`config.mk`:
```
export PLATFORM = sky130hd
export DESIGN_NAME = stage_sequencer_flat
export DESIGN_NICKNAME = d
export VERILOG_FILES = /design/src/rtl/stage_sequencer_if.sv /design/src/rtl/stage_sequencer.sv /design/src/flat_wrapper.sv
export SDC_FILE = /design/constraint.sdc
export NUM_CORES = 1
export LEC_CHECK = 0
export ABC_AREA = 1
export BUFFER_PORTS_ARGS = -buffer_cell sky130_fd_sc_hd__buf_2
export CAP_MARGIN = 30
export CORE_UTILIZATION = 35
export CTS_CLUSTER_DIAMETER = 80
export DETAILED_ROUTE_END_ITERATION = 12
export GPL_TIMING_DRIVEN = 1
export PLACE_DENSITY = 0.73
export SLEW_MARGIN = 20
export SYNTH_ARGS = -nofsm -noshare
export SYNTH_HDL_FRONTEND = slang
export SYNTH_SLANG_ARGS = --single-unit
```
`constraint.sdc`:
```
create_clock -name clk -period 4.5 [get_ports clk]
set_input_delay 0.45 -clock clk [delete_from_list [all_inputs] [get_ports clk]]
set_output_delay 0.45 -clock clk [all_outputs]
set_load 0.01 [all_outputs]
```
`src/rtl/stage_sequencer_if.sv`:
```
// -----------------------------------------------------------------------------
// stage_sequencer_if
// Signal bundle between the TinyCPU stage sequencer and its surroundings
// (main memory, decoder, branch unit, core control).
//
// Default encodings for the stage and instruction-type macros are provided
// here, guarded, so the block builds stand-alone. When arch_defines.v is
// compiled first, its definitions take precedence.
//
// Modports:
//   master : the sequencer. Inputs run, mem_ready, read_data,
//            current_instr_type, branch_taken, branch_target. Outputs stage,
//            PC_value, instr_reg, halted, retired_count.
//   slave  : the environment, with the opposite directions.
// -----------------------------------------------------------------------------
`ifndef STAGE_WIDTH
`define STAGE_WIDTH 3
`endif
`ifndef STAGE_IDLE
`define STAGE_IDLE 3'd0
`endif
`ifndef STAGE_FETCH
`define STAGE_FETCH 3'd1
`endif
`ifndef STAGE_DECODE
`define STAGE_DECODE 3'd2
`endif
`ifndef STAGE_EXECUTE
`define STAGE_EXECUTE 3'd3
`endif
`ifndef STAGE_MEMORY
`define STAGE_MEMORY 3'd4
`endif
`ifndef STAGE_WRITEBACK
`define STAGE_WRITEBACK 3'd5
`endif
`ifndef STAGE_HALTED
`define STAGE_HALTED 3'd6
`endif
`ifndef INSTR_ALU
`define INSTR_ALU 5'd0
`endif
`ifndef INSTR_LOAD
`define INSTR_LOAD 5'd1
`endif
`ifndef INSTR_STORE
`define INSTR_STORE 5'd2
`endif
`ifndef INSTR_HALT
`define INSTR_HALT 5'd31
`endif

interface stage_sequencer_if;
  logic                    run;
  logic                    mem_ready;
  logic [31:0]             read_data;
  logic [4:0]              current_instr_type;
  logic                    branch_taken;
  logic [31:0]             branch_target;
  logic [`STAGE_WIDTH-1:0] stage;
  logic [31:0]             PC_value;
  logic [31:0]             instr_reg;
  logic                    halted;
  logic [31:0]             retired_count;

  modport master (
    input  run, mem_ready, read_data, current_instr_type, branch_taken, branch_target,
    output stage, PC_value, instr_reg, halted, retired_count
  );

  modport slave (
    output run, mem_ready, read_data, current_instr_type, branch_taken, branch_target,
    input  stage, PC_value, instr_reg, halted, retired_count
  );
endinterface

```
`src/rtl/stage_sequencer.sv`:
```
// -----------------------------------------------------------------------------
// stage_sequencer
// Multi-cycle control sequencer for the TinyCPU core. It owns the program
// counter, the instruction register and the current stage, and steps each
// instruction through FETCH, DECODE, EXECUTE, optional MEMORY and WRITEBACK.
// It stalls in FETCH and MEMORY until main memory reports mem_ready.
//
// Ports:
//   clk    : core clock, rising-edge active
//   rst_n  : asynchronous active-low reset
//   bus    : stage_sequencer_if.master (control inputs, memory handshake,
//            and the stage / PC_value / instr_reg / halted / retired_count
//            outputs)
// Parameter:
//   RESET_PC : PC value loaded on reset
//
// Build option:
//   STAGE_SEQ_RETIRE_COUNT_EN : when defined, retired_count is a live 32-bit
//   wrapping counter. When undefined, no counter is built and retired_count
//   reads 32'h0.
// -----------------------------------------------------------------------------
module stage_sequencer #(
  parameter logic [31:0] RESET_PC = 32'h0000_0000
) (
  input  logic               clk,
  input  logic               rst_n,
  stage_sequencer_if.master  bus
);

  typedef enum logic [`STAGE_WIDTH-1:0] {
    ST_IDLE      = `STAGE_IDLE,
    ST_FETCH     = `STAGE_FETCH,
    ST_DECODE    = `STAGE_DECODE,
    ST_EXECUTE   = `STAGE_EXECUTE,
    ST_MEMORY    = `STAGE_MEMORY,
    ST_WRITEBACK = `STAGE_WRITEBACK,
    ST_HALTED    = `STAGE_HALTED
  } stage_t;

  stage_t      state_r;
  stage_t      state_s;
  logic [31:0] pc_r;
  logic [31:0] pc_s;
  logic [31:0] ir_r;
  logic [31:0] ir_s;
  logic        halted_r;
  logic        retire_s;

  // Next-state, next-PC, next-IR and retire-strobe logic
  always_comb begin
    state_s  = state_r;
    pc_s     = pc_r;
    ir_s     = ir_r;
    retire_s = 1'b0;
    case (state_r)
      ST_IDLE: begin
        if (bus.run) begin
          state_s = ST_FETCH;
        end else begin
          state_s = ST_IDLE;
        end
      end
      ST_FETCH: begin
        if (bus.mem_ready) begin
          state_s = ST_DECODE;
          ir_s    = bus.read_data;
        end else begin
          state_s = ST_FETCH;
        end
      end
      ST_DECODE: begin
        state_s = ST_EXECUTE;
      end
      ST_EXECUTE: begin
        if (bus.current_instr_type == `INSTR_HALT) begin
          // A halt retires here; it never visits WRITEBACK.
          state_s  = ST_HALTED;
          pc_s     = pc_r + 32'd4;
          retire_s = 1'b1;
        end else if ((bus.current_instr_type == `INSTR_LOAD) ||
                     (bus.current_instr_type == `INSTR_STORE)) begin
          state_s = ST_MEMORY;
        end else begin
          state_s = ST_WRITEBACK;
        end
      end
      ST_MEMORY: begin
        if (bus.mem_ready) begin
          state_s = ST_WRITEBACK;
        end else begin
          state_s = ST_MEMORY;
        end
      end
      ST_WRITEBACK: begin
        // Misaligned targets are silently word-aligned.
        if (bus.branch_taken) begin
          pc_s = bus.branch_target & 32'hFFFF_FFFC;
        end else begin
          pc_s = pc_r + 32'd4;
        end
        retire_s = 1'b1;
        state_s  = ST_FETCH;
      end
      ST_HALTED: begin
        if (bus.run) begin
          state_s = ST_FETCH;
        end else begin
          state_s = ST_HALTED;
        end
      end
      default: begin
        state_s = ST_IDLE;
      end
    endcase
  end

  // Stage, PC, instruction register and halted flag registers
  always_ff @(posedge clk or negedge rst_n) begin
    if (!rst_n) begin
      state_r  <= ST_IDLE;
      pc_r     <= RESET_PC;
      ir_r     <= 32'h0000_0000;
      halted_r <= 1'b0;
    end else begin
      state_r  <= state_s;
      pc_r     <= pc_s;
      ir_r     <= ir_s;
      halted_r <= (state_s == ST_HALTED);
    end
  end

`ifdef STAGE_SEQ_RETIRE_COUNT_EN
  logic [31:0] retired_r;

  // Retired-instruction counter, wrapping modulo 2^32
  always_ff @(posedge clk or negedge rst_n) begin
    if (!rst_n) begin
      retired_r <= 32'h0000_0000;
    end else if (retire_s) begin
      retired_r <= retired_r + 32'd1;
    end else begin
      retired_r <= retired_r;
    end
  end

  assign bus.retired_count = retired_r;
`else
  logic unused_retire_s;
  assign unused_retire_s   = retire_s;
  assign bus.retired_count = 32'h0000_0000;
`endif

  assign bus.stage     = state_r;
  assign bus.PC_value  = pc_r;
  assign bus.instr_reg = ir_r;
  assign bus.halted    = halted_r;

endmodule

```
`src/flat_wrapper.sv`:
```
// flat-port wrapper written by rule: the top's interface ports become plain ports
module stage_sequencer_flat 
#(
  parameter logic [31:0] RESET_PC = 32'h0000_0000
)
  (clk, rst_n, bus_run, bus_mem_ready, bus_read_data, bus_current_instr_type, bus_branch_taken, bus_branch_target, bus_stage, bus_PC_value, bus_instr_reg, bus_halted, bus_retired_count);
  stage_sequencer_if bus_i ();
  input  logic clk;
  input  logic rst_n;
  input wire logic [$bits(bus_i.run)-1:0] bus_run;
  input wire logic [$bits(bus_i.mem_ready)-1:0] bus_mem_ready;
  input wire logic [$bits(bus_i.read_data)-1:0] bus_read_data;
  input wire logic [$bits(bus_i.current_instr_type)-1:0] bus_current_instr_type;
  input wire logic [$bits(bus_i.branch_taken)-1:0] bus_branch_taken;
  input wire logic [$bits(bus_i.branch_target)-1:0] bus_branch_target;
  output wire logic [$bits(bus_i.stage)-1:0] bus_stage;
  output wire logic [$bits(bus_i.PC_value)-1:0] bus_PC_value;
  output wire logic [$bits(bus_i.instr_reg)-1:0] bus_instr_reg;
  output wire logic [$bits(bus_i.halted)-1:0] bus_halted;
  output wire logic [$bits(bus_i.retired_count)-1:0] bus_retired_count;
  assign bus_i.run = bus_run;
  assign bus_i.mem_ready = bus_mem_ready;
  assign bus_i.read_data = bus_read_data;
  assign bus_i.current_instr_type = bus_current_instr_type;
  assign bus_i.branch_taken = bus_branch_taken;
  assign bus_i.branch_target = bus_branch_target;
  assign bus_stage = bus_i.stage;
  assign bus_PC_value = bus_i.PC_value;
  assign bus_instr_reg = bus_i.instr_reg;
  assign bus_halted = bus_i.halted;
  assign bus_retired_count = bus_i.retired_count;
  stage_sequencer #(.RESET_PC(RESET_PC)) u_core (.clk(clk), .rst_n(rst_n), .bus(bus_i));
endmodule
```
==> impl_metrics.ini <==
[final_layout]
syn_to_final_growth_pct = 24.55
stdcell_area_um2 = 5009
multiInputGateArea_um2 = 1998
fillCellCount = 1174
regArea_um2 = 1652
largest_reg_flops = 32
antenna_cells = 0
fin_cells = 878
nets = 808
drive_gt1_share_pct = 22.63

[sta]
clock.fmax_ghz = 0.5166
setup_tns_ps = 0
hold_viol = 0
tightest_slew_ps = 669.8
slew_headroom_pct = 55.28
drv_slew = 0
fin_crit_sh_pct = 43.02
rsz0062_at_grt = no
hold_ws_ps = 38.47
fin_skew_ps = 6.343
fin_crit_ps = 1936
setup_violations = 0

[detailed_routing]
wl_mm = 10.47
drcViolationCount = 0
num_vias = 4008
ant_nets = 0
dr.pass1.iters = 4
wl_per_cell_um = 11.93
via_per_inst = 4.565
drtIter0Drc = 169

[synthesis]
ys_types = 29
avgSynthCellArea_um2 = 6.702
synth.top_cells.by_area = dfrtp_1 (41%), nand2_1 (24%), nor2_1 (8.6%), buf_4 (6.5%), nand3_1 (5.1%)
synthCells = 600
synth_top_family_by_area = simple AND/OR/NAND/NOR gates
yosys.area_share.xor_xnor_pct = 1.089
syn-cell-area_um2 = 4021
synth_adder_area_share_pct = 0.3111
ys_warn_count = 0
yosysTopAreaCell = dfrtp_1
synth-simple-area-share_pct = 40.48
muxShareOfSynthArea_pct = 0
ys_seq_area_share_pct = 41.07
synth-compound-area-share_pct = 4.574
netlist.area_leader.share_pct = 41.07
ys_ff_latch = 66

[floorplan]
core_um2 = 11030
die-area_um2 = 11920
ios = 174
start_util_pct = 36.46
die_h_um = 109.2
row_count = 38
dieWidth_um = 109.2

[clock_tree]
cts.sinks = 66
cts_max_path_buffers = 2
holdBufCountCts = 0
cts_resized = 0
htreeDepth = 3
cts-root-buf = clkbuf_16
clock_latency_ps = 320
cts_setup_buffers = 0
cts_made_buffers = 9
cts_tree = done
path_clk_slew_ps = 60

[worst_hold_path]
hp-class = in -> async

[global_routing]
overflow = 0
antenna_found_initial = 1
grt_pass1_wl_mm = 17.45
grt_start_max_net_pins = 51
grtUsageTotal_pct = 18.84
grt_pass1_vias = 3775

[placement]
place.gp.congestion = 0.8825
dpl_cell_area_um2 = 4673
numPlacedInstances = 861
portBuffers = 137
dp_hpwl_mm = 7.906

[worst_setup_path]
worstPathArrival_ps = 2140
worstSetupPathType = reg -> reg
cp-start-kind = flip-flop
worstPathMaxFanout = 42
cp-end-kind = flip-flop
required_ps = 4700

[power_and_ir_drop]
power.net_switching_mw = 1.260
leakage_nw = 2.756
combPwrFrac_pct = 38.3
internal_power_mw = 1.830
ir_drop_uv = 275.4
clockPowerShare_pct = 24.6
powerDensity_nw_per_um2 = 616.9
swShare_pct = 40.78
finalPower_mw = 3.090
p_seq_share_pct = 37.2

[job]
drv_cap = 0

[run_status]
outcome = completed
==> power by group through the flow <==
stage                     clock network, mW  logic [mW]  registers (mW)
after CTS                             0.777        1.19            1.15
after detailed placement                  0        1.20            1.14
after global routing                  0.802        1.37            1.20
final                                 0.759        1.18            1.15
after floorplan                           0       0.668            1.21
after global placement                    0        1.16            1.15
==> metal layers <==
layer	part of all wire [%]	vias to the layer above	global-route usage [%]
met5	0.076	-	0
met1	43	1741	23.21
li1	-	2063	-
met3	8.7	21	4.483
met2	46	181	31.40
met4	2.2	2	7.905
==> cell families (layout without fill, tap and decap cells) <==
logic type | after synthesis | in the layout
AOI/OAI and AO/OA | 36 | 36
xor gates and xnor gates | 5 | 5
adders and majority gates | 1 | 1
buffers and inverters | 86 | 191
DFF | 66 | 66
other | 1 | 34
and+or+nand+nor | 405 | 405
==> metrics by stage <==
step	utilization [%]	setup WS (ps)
6_report	45.41	2564
5_1_grt	45.41	2332
4_1_cts	45.27	2553
3_5_place_dp	42.37	2554
3_3_place_gp	42.18	2431
2_1_floorplan	-	2971
==> worst max-delay path, stage by stage (launching register included) <==
cell and delay (ps):
dfrtp_1 450, inv_2 90, nand3_1 120, inv_1 70, nand3_2 90, nand2_4 150, inv_2 540, nor2_1 140
nand2_1 100, o21ai_0 80
==> cells in the final DEF (no fill, tap or decap), types with 3 or more instances in the layout <==
cell       netlist  layout
a21oi_1          9       9
buf_2            5     137
clkbuf_16        0       9
nand2_1        252     251
nor2_2           3       3
xnor2_1          4       4
conb_1           1      34
o21ai_0         24      24
inv_1           31      31
dfrtp_1         66      66
nor3_1           4       4
inv_2            3       3
nand4_1          4       4
nand3_1         41      41
nor2_1          92      92
==> final timing paths <==
kind                                            endpoint  slack (ps)  cells past startpoint                     start
worst max-delay path             u_core.bus.PC_value[17]        2560                      9       u_core.bus.stage[2]
worst min-delay path             u_core.bus.PC_value[10]          40                      1                     rst_n
worst max register to register   u_core.bus.PC_value[17]        2560                      9       u_core.bus.stage[2]
worst min register to register  u_core.bus.instr_reg[29]         460                      2  u_core.bus.instr_reg[29]
max in group asynchronous       u_core.bus.instr_reg[24]        3490                      2                     rst_n
min in group clk                u_core.bus.instr_reg[13]         320                      3         bus_read_data[13]
==> cell type report <==
cell class | count | share of cell area, %
multi-input cells | 481 | 39.90
flip-flops and latches | 66 | 32.98
repair buffers | 141 | 14.69
clock buffers | 11 | 4.846
well taps | 140 | 3.497
inverters | 34 | 2.548
clock inverters | 5 | 1.549
==> cell usage after synthesis <==
cell type  count
nand2_1      252
nor2_1        92
dfrtp_1       66
nand3_1       41
buf_4         35
inv_1         31
o21ai_0       24
a21oi_1        9
clkbuf_1       7
buf_2          5
buf_6          5
nand4_1        4
nor3_1         4
xnor2_1        4
inv_2          3
nor2_2         3
nand3b_1       2
or2_0          2
a31oi_1        1
conb_1         1
ha_1           1
nand2_2        1
nand2_4        1
nand3_2        1
o211ai_1       1
o21ai_1        1
or2_2          1
or3_1          1
xor2_1         1
Power figures use the tool's default switching activity.
